<file path="src/rtl/zpu_sd_sector_ctrl_pkg.sv">
// Shared types and constants for the ZPU SD sector controller:
// FSM encoding, status-word bit positions and sector-buffer geometry.
package atari_sd_pkg;

  typedef enum logic [1:0] {
    ST_IDLE = 2'd0,
    ST_REQ  = 2'd1,
    ST_XFER = 2'd2,
    ST_DONE = 2'd3
  } sd_state_t;

  localparam int SECTOR_BYTES = 512;
  localparam int BUF_AW       = $clog2(SECTOR_BYTES);

  localparam int STATUS_DONE         = 0;
  localparam int STATUS_MOUNTED      = 1;
  localparam int STATUS_FILENO_LSB   = 2;
  localparam int STATUS_FILETYPE_LSB = 5;
  localparam int STATUS_READONLY     = 7;

  function automatic logic [7:0] pack_status(input logic       done,
                                             input logic       mounted,
                                             input logic [2:0] fileno,
                                             input logic [1:0] filetype,
                                             input logic       readonly);
    logic [7:0] s;
    s = '0;
    s[STATUS_DONE]                    = done;
    s[STATUS_MOUNTED]                 = mounted;
    s[STATUS_FILENO_LSB +: 3]         = fileno;
    s[STATUS_FILETYPE_LSB +: 2]       = filetype;
    s[STATUS_READONLY]                = readonly;
    return s;
  endfunction

endpackage

</file>
<file path="src/rtl/zpu_sd_sector_ctrl_if.sv">
// Sector request channel between the sector controller (master) and hps_io (slave).
interface zpu_sd_sector_ctrl_if;
  // Handshake: the master raises sd_rd or sd_wr (never both) with sd_lba stable and
  // holds it until sd_ack is seen high; the slave keeps sd_ack high for the whole
  // 512-byte transfer and its falling edge marks completion.
  logic [31:0] sd_lba;
  logic        sd_rd;
  logic        sd_wr;
  logic        sd_ack;

  modport master (output sd_lba, output sd_rd, output sd_wr, input sd_ack);
  modport slave  (input sd_lba, input sd_rd, input sd_wr, output sd_ack);
endinterface

</file>
<file path="src/rtl/zpu_sd_sector_ctrl_edge_det.sv">
// Edge detector over a registered copy of a level; DELAY > 1 moves the detected
// edge DELAY-1 cycles later through extra history flops.
module edge_det #(
  parameter int DELAY = 1
) (
  input  logic clk,
  input  logic reset,
  input  logic d,
  output logic rise,
  output logic fall
);

  logic [DELAY-1:0] sh;
  logic [DELAY:0]   tap;

  assign tap = {sh, d};

  // Preloading with the live level keeps a signal held across reset from
  // looking like a fresh edge once reset drops.
  always_ff @(posedge clk) begin
    if (reset) sh <= {DELAY{d}};
    else       sh <= tap[DELAY-1:0];
  end

  assign rise =  tap[DELAY-1] & ~tap[DELAY];
  assign fall = ~tap[DELAY-1] &  tap[DELAY];

endmodule

</file>
<file path="src/rtl/zpu_sd_sector_ctrl.sv">
// Sequences 512-byte sector transfers between the ZPU firmware registers and
// hps_io, owns dpram port B and publishes the done/error/mount status word.
module zpu_sd_sector_ctrl
  import atari_sd_pkg::*;
#(
  parameter logic [23:0] TIMEOUT_CYCLES = 24'd5_000_000
) (
  input  logic                 clk_sys,
  input  logic                 reset,
  input  logic                 cmd_lba_sel,
  input  logic                 cmd_rd,
  input  logic                 cmd_wr,
  input  logic                 zpu_io_wr,
  input  logic                 zpu_data_wr,
  input  logic                 zpu_data_rd,
  input  logic [31:0]          zpu_wdata,
  output logic [31:0]          zpu_rdata,
  output logic [7:0]           zpu_status,
  output logic                 io_err,
  output logic [BUF_AW-1:0]    buf_addr,
  output logic                 buf_wr,
  output logic [7:0]           buf_wdata,
  input  logic [7:0]           buf_q,
  zpu_sd_sector_ctrl_if.master sd,
  input  logic                 img_mounted,
  input  logic [63:0]          img_size,
  input  logic [7:0]           ioctl_index,
  output sd_state_t            dbg_state
);

  localparam logic [23:0] TMO_LAST = TIMEOUT_CYCLES - 24'd1;

  logic rd_rise, wr_rise, drd_fall, dwr_rise, mnt_rise, ack_fall;
  logic rd_fall_unused, wr_fall_unused, drd_rise_unused, dwr_fall_unused;
  logic mnt_fall_unused, ack_rise_unused, unused_inputs;

  sd_state_t   state;
  logic [23:0] tmo_cnt;
  logic        io_done, mounted, readonly;
  logic [2:0]  fileno;
  logic [1:0]  filetype;
  logic [31:0] filesize;

  edge_det #(.DELAY(1)) u_rd  (.clk(clk_sys), .reset(reset), .d(cmd_rd),      .rise(rd_rise),         .fall(rd_fall_unused));
  edge_det #(.DELAY(1)) u_wr  (.clk(clk_sys), .reset(reset), .d(cmd_wr),      .rise(wr_rise),         .fall(wr_fall_unused));
  edge_det #(.DELAY(1)) u_drd (.clk(clk_sys), .reset(reset), .d(zpu_data_rd), .rise(drd_rise_unused), .fall(drd_fall));
  edge_det #(.DELAY(2)) u_dwr (.clk(clk_sys), .reset(reset), .d(zpu_data_wr), .rise(dwr_rise),        .fall(dwr_fall_unused));
  edge_det #(.DELAY(1)) u_mnt (.clk(clk_sys), .reset(reset), .d(img_mounted), .rise(mnt_rise),        .fall(mnt_fall_unused));
  edge_det #(.DELAY(1)) u_ack (.clk(clk_sys), .reset(reset), .d(sd.sd_ack),   .rise(ack_rise_unused), .fall(ack_fall));

  assign unused_inputs = ^{img_size[63:32], ioctl_index[5:0]};

  // Buffer address and LBA register; a rewind wins over any pending increment.
  always_ff @(posedge clk_sys) begin
    if (reset) begin
      buf_wr    <= 1'b0;
      buf_addr  <= '0;
      sd.sd_lba <= '0;
    end else begin
      buf_wr <= dwr_rise & ~cmd_lba_sel;
      if (dwr_rise && cmd_lba_sel) sd.sd_lba <= zpu_wdata;
      if (zpu_io_wr)               buf_addr <= '0;
      else if (buf_wr || drd_fall) buf_addr <= buf_addr + 1'b1;
    end
  end

  always_ff @(posedge clk_sys) begin
    if (reset) begin
      state    <= ST_IDLE;
      sd.sd_rd <= 1'b0;
      sd.sd_wr <= 1'b0;
      io_done  <= 1'b1;
      io_err   <= 1'b0;
      tmo_cnt  <= '0;
    end else begin
      case (state)
        ST_IDLE, ST_DONE: begin
          // Read has priority; a simultaneous write edge is simply lost.
          if (rd_rise || wr_rise) begin
            sd.sd_rd <= rd_rise;
            sd.sd_wr <= ~rd_rise;
            io_done  <= 1'b0;
            io_err   <= 1'b0;
            tmo_cnt  <= '0;
            state    <= ST_REQ;
          end
        end
        ST_REQ: begin
          if (sd.sd_ack) begin
            sd.sd_rd <= 1'b0;
            sd.sd_wr <= 1'b0;
            state    <= ST_XFER;
          end else if (TIMEOUT_CYCLES != 24'd0 && tmo_cnt == TMO_LAST) begin
            sd.sd_rd <= 1'b0;
            sd.sd_wr <= 1'b0;
            io_err   <= 1'b1;
            io_done  <= 1'b1;
            state    <= ST_IDLE;
          end else begin
            tmo_cnt <= tmo_cnt + 24'd1;
          end
        end
        ST_XFER: begin
          if (ack_fall) begin
            io_done <= 1'b1;
            state   <= ST_DONE;
          end
        end
        default: state <= ST_IDLE;
      endcase
    end
  end

  // Mount metadata follows hps_io regardless of any transfer in flight.
  always_ff @(posedge clk_sys) begin
    if (reset) begin
      fileno   <= 3'd0;
      filetype <= 2'd0;
      readonly <= 1'b1;
      mounted  <= |img_size[31:0];
      filesize <= img_size[31:0];
    end else if (mnt_rise) begin
      fileno   <= 3'd0;
      filetype <= ioctl_index[7:6];
      readonly <= 1'b1;
      mounted  <= ~mounted;
      filesize <= img_size[31:0];
    end
  end

  assign zpu_rdata  = cmd_lba_sel ? filesize : {24'b0, buf_q};
  assign zpu_status = pack_status(io_done, mounted, fileno, filetype, readonly);
  assign buf_wdata  = zpu_wdata[7:0];
  assign dbg_state  = state;

endmodule

</file>
<file path="src/flat_wrapper.sv">
// flat-port wrapper written by rule: the top's interface ports become plain ports
module zpu_sd_sector_ctrl_flat import atari_sd_pkg::*;
#(
  parameter logic [23:0] TIMEOUT_CYCLES = 24'd5_000_000
)
  (clk_sys, reset, cmd_lba_sel, cmd_rd, cmd_wr, zpu_io_wr, zpu_data_wr, zpu_data_rd, zpu_wdata, zpu_rdata, zpu_status, io_err, buf_addr, buf_wr, buf_wdata, buf_q, img_mounted, img_size, ioctl_index, dbg_state, sd_sd_lba, sd_sd_rd, sd_sd_wr, sd_sd_ack);
  zpu_sd_sector_ctrl_if sd_i ();
  input  logic clk_sys;
  input  logic reset;
  input  logic cmd_lba_sel;
  input  logic cmd_rd;
  input  logic cmd_wr;
  input  logic zpu_io_wr;
  input  logic zpu_data_wr;
  input  logic zpu_data_rd;
  input  logic [31:0] zpu_wdata;
  output logic [31:0] zpu_rdata;
  output logic [7:0] zpu_status;
  output logic io_err;
  output logic [BUF_AW-1:0] buf_addr;
  output logic buf_wr;
  output logic [7:0] buf_wdata;
  input  logic [7:0] buf_q;
  input  logic img_mounted;
  input  logic [63:0] img_size;
  input  logic [7:0] ioctl_index;
  output sd_state_t dbg_state;
  output wire logic [$bits(sd_i.sd_lba)-1:0] sd_sd_lba;
  output wire logic [$bits(sd_i.sd_rd)-1:0] sd_sd_rd;
  output wire logic [$bits(sd_i.sd_wr)-1:0] sd_sd_wr;
  input wire logic [$bits(sd_i.sd_ack)-1:0] sd_sd_ack;
  assign sd_sd_lba = sd_i.sd_lba;
  assign sd_sd_rd = sd_i.sd_rd;
  assign sd_sd_wr = sd_i.sd_wr;
  assign sd_i.sd_ack = sd_sd_ack;
  zpu_sd_sector_ctrl #(.TIMEOUT_CYCLES(TIMEOUT_CYCLES)) u_core (.clk_sys(clk_sys), .reset(reset), .cmd_lba_sel(cmd_lba_sel), .cmd_rd(cmd_rd), .cmd_wr(cmd_wr), .zpu_io_wr(zpu_io_wr), .zpu_data_wr(zpu_data_wr), .zpu_data_rd(zpu_data_rd), .zpu_wdata(zpu_wdata), .zpu_rdata(zpu_rdata), .zpu_status(zpu_status), .io_err(io_err), .buf_addr(buf_addr), .buf_wr(buf_wr), .buf_wdata(buf_wdata), .buf_q(buf_q), .sd(sd_i), .img_mounted(img_mounted), .img_size(img_size), .ioctl_index(ioctl_index), .dbg_state(dbg_state));
endmodule
</file>
<file path="config.mk">
export PLATFORM = sky130hd
export DESIGN_NAME = zpu_sd_sector_ctrl_flat
export DESIGN_NICKNAME = d
export VERILOG_FILES = /design/src/rtl/zpu_sd_sector_ctrl_pkg.sv /design/src/rtl/zpu_sd_sector_ctrl_if.sv /design/src/rtl/zpu_sd_sector_ctrl_edge_det.sv /design/src/rtl/zpu_sd_sector_ctrl.sv /design/src/flat_wrapper.sv
export SDC_FILE = /design/constraint.sdc
export NUM_CORES = 1
export LEC_CHECK = 0
export CAP_MARGIN = 30
export CORE_MARGIN = 2
export CORE_UTILIZATION = 25
export DETAILED_ROUTE_END_ITERATION = 6
export GPL_TIMING_DRIVEN = 1
export PLACE_DENSITY_LB_ADDON = 0.15
export SLEW_MARGIN = 20
export SYNTH_ARGS = -nofsm -noshare
export SYNTH_HDL_FRONTEND = slang
export SYNTH_SLANG_ARGS = --single-unit
</file>
<file path="constraint.sdc">
create_clock -name clk_sys -period 6.3 [get_ports clk_sys]
set_input_delay 1.26 -clock clk_sys [delete_from_list [all_inputs] [get_ports clk_sys]]
set_output_delay 1.26 -clock clk_sys [all_outputs]
set_load 0.005 [all_outputs]
</file>
==> summary.txt <==
Outcome
  – Status: completed

Power
  – VDD IR max: 182.6 uV
  – Sequential Power Share: 39.3%
  – Gate power share: 13.4%
  – Net switching power: 0.4932 mW
  – Switching share of power: 24.17%
  – Clk pwr share: 47.3%
  – Leak: 2.509 nW
  – P per Cell Area: 274.1 nW/um2
  – Overall Power: 2.041 mW
  – Internal Power: 1.548 mW

CTS
  – CTS resizes: 0
  – Clock sinks: 114
  – Clock Latency Late Sink: 0.41 ns
  – CTS clk-pin slew, worst paths: 0.05 ns
  – CTS tree: done
  – Hold-fix buffers at CTS: 0
  – CTS buffer count: 17
  – Max Root-Sink Buffers: 2
  – # Post-CTS Setup Buffers: 0
  – Root buffer cell: clkbuf_16
  – H-Tree Depth: 4

Floorplan
  – Initial Utilization: 25.49%
  – Row count: 51
  – Io pins: 217
  – Die area: 21050 um2
  – X dimension of the die: 145.1 um
  – Die height: 145.1 um
  – Area of the core: 19530 um2

Timing
  – Setup WS post-layout: 1.997 ns
  – Post-route clock period utilization: 68.30%
  – Setup TNS: 0 ns
  – Fmax: 232.4 MHz
  – Worst-margin pin slew: 0.8969 ns
  – Fin. max-slew vios: 0
  – Slew Limit Headroom: 39.93%
  – Tmin final: 4.303 ns
  – Final Setup Violations: 0
  – Clk_skew: 0.008774 ns
  – RSZ-0062 raised after global routing: false
  – Final Hold Fails: 0

Logic synthesis
  – Synth unique cells: 55
  – Ys flop type: dfxtp_1
  – Count leader, synth: nand2_1
  – Synth cell count leaders: nand2_1 (94), dfxtp_1 (81), a21oi_1 (52), edfxtp_1 (33), and2_1 (26)
  – Yosys warning count: 0
  – Synth Cell Area: 4977 um2
  – Leading area contributor after synthesis: dfxtp_1
  – Gate Count Post-Synth: 528
  – Post-synthesis register bit count: 114
  – Post-synth top area share: 32.58%
  – Seq/Total Area, Yosys: 52.49%
  – Post-Syn Area per Cell: 9.427 um2
  – Top cells by area, synth: dfxtp_1 (33%), edfxtp_1 (20%), nand2_1 (7.1%)
  – Synth async-reset ratio: 0%
  – EDFF count, synth: 33

Critical path
  – Critical R2R Capture: u_core.tmo_cnt[5]
  – Slowest cell on the critical path: clkdlybuf4s50_1
  – Critical path depth in cells: 4
  – Startpoint Class: primary input
  – Worst endpoint data arrival time: 3.04 ns
  – FF-to-FF path depth: 8
  – Worst Setup EP: zpu_rdata[1]
  – CP dominant cell by count: clkdlybuf4s50_1
  – R2r startpoint: u_core.dbg_state[1]
  – Crit. Startpoint: cmd_lba_sel
  – CP cell instances: clkdlybuf4s50_1 > buf_8 > mux2_2 > clkdlybuf4s50_1
  – CP Max Fanout: 26
  – Critical path class: primary input to output port
  – Crit path max-delay family: buffers and inverters
  – Required @ worst endpoint: 5.04 ns
  – R2r setup slk: 3.52 ns
  – Largest stage delay on the critical path: 0.75 ns
  – CP Buf/Inv Count: 3
  – CP endpoint kind: output port

Cells and area
  – Final core occ: 38.13%
  – Area grow syn2layout: 49.57%
  – Antenna cell count: 0
  – Finished Layout Cells: 958
  – Filler cells: 1963
  – Share of cells above drive strength 1: 7.648%
  – Final layout net count: 808

Global routing
  – Vias in the first global route: 4409
  – Gr ovfl total: 0
  – Gr usage total: 13.91%
  – Largest net degree at the start of global routing: 70
  – Initial antenna violation count: 0
  – Global-route wire length before repair: 23720 um

Flow run
  – Max-cap viol count: 0

Hold path
  – Worst Hold Class: flop to flop
  – Hold path cells: 1

Drt
  – Iter 0 DRT Violations: 303
  – Vias per inst: 4.639
  – Drt wl/cell: 15.24 um
  – Post-Route WL: 14600 um
  – Routed Antenna Nets: 0
  – Pre-antenna DRT Iters: 4
  – Vias: 4444
  – Drt drc: 0

Placed design
  – GP Congestion: 0.7831
  – DP Wirelength: 10330 um
  – IO buf count: 174
  – Inst Count DP: 926
  – Post-Place Setup Slack: 1.981 ns
-- cells in the final DEF, fill, tap and decap left out, types with 9 or more instances in the layout --
cell / Yosys / final
dfxtp_1: 81 / 81
clkdlybuf4s50_1: 0 / 173
clkbuf_16: 0 / 19
nor4_1: 12 / 12
nor3_1: 9 / 9
edfxtp_1: 33 / 33
mux2_2: 9 / 9
nand2_1: 94 / 94
and2_1: 26 / 26
o21ai_0: 13 / 13
a31oi_1: 14 / 14
nand3_1: 25 / 25
or4_1: 10 / 10
a21oi_1: 52 / 52
nor2_1: 16 / 16
-- final cells by class --
cell class / instances / area [um2] / share of cell area (%)
Sequential cell: 114 / 2613 / 35.09
Inverter: 6 / 22.52 / 0.3025
Tap cell: 265 / 331.6 / 4.454
Clock buffer: 22 / 516.7 / 6.941
Multi-Input combinational cell: 363 / 2093 / 28.12
Timing Repair Buffer: 178 / 1774 / 23.83
Clock inverter: 10 / 93.84 / 1.261
-- power groups by stage --
stage / sequential, mW / clock (mW) / combinational (mW)
final: 0.802 / 0.966 / 0.273
after global routing: 0.805 / 1.03 / 0.298
after CTS: 0.802 / 0.996 / 0.276
after detailed placement: 0.818 / 0 / 0.275
after global placement: 0.816 / 0 / 0.270
after floorplan: 0.816 / 0 / 0.136
-- registers in the layout, summed over array words and instances, names as in the netlist, 2 cells and up --
register	count
u_core.buf_addr	9
u_core.dbg_state	2
u_core.filesize	32
u_core.filetype	2
u_core.sd.sd_lba	32
u_core.tmo_cnt	24
u_core.u_dwr.sh	2
-- worst min-delay path by stage --
stage | slack (ns) | endpoint | start
after detailed placement | 0.42 | u_core.buf_wr | u_core.u_dwr.sh[1]
after global placement | 0.42 | u_core.buf_wr | u_core.u_dwr.sh[1]
after global routing | 0.46 | u_core.buf_wr | u_core.u_dwr.sh[1]
final | 0.44 | u_core.buf_wr | u_core.u_dwr.sh[1]
after CTS | 0.43 | u_core.buf_wr | u_core.u_dwr.sh[1]
after floorplan | 0.40 | u_core.buf_wr | u_core.u_dwr.sh[1]
-- kinds of logic after synthesis --
kind of cell	share of synthesized area [%]
AOI/OAI and AO/OA	12.52
buffers and inverters	5.631
and+or+nand+nor	23.81
xor gates and xnor gates	1.056
adders and majority gates	1.508
other	0.1509
muxes	2.841
DFF	52.49
-- through the flow --
stage               hold slack (ns)  cell area, um2
floorplan                    0.4040            4985
global placement             0.4161            6818
detailed placement           0.4250            6834
CTS                          0.4346            7445
global route                 0.4619            7445
finish                       0.4361            7445
-- layer usage --
metal  up-vias  share of wire [%]  GRT usage (%)
met5         -                  0              0
met4         0                1.8          5.147
met3        26                6.4          4.277
met2       171                 47          22.74
met1      2068                 45          17.27
li1       2179                  -              -
(Power assumes the default switching activity.)
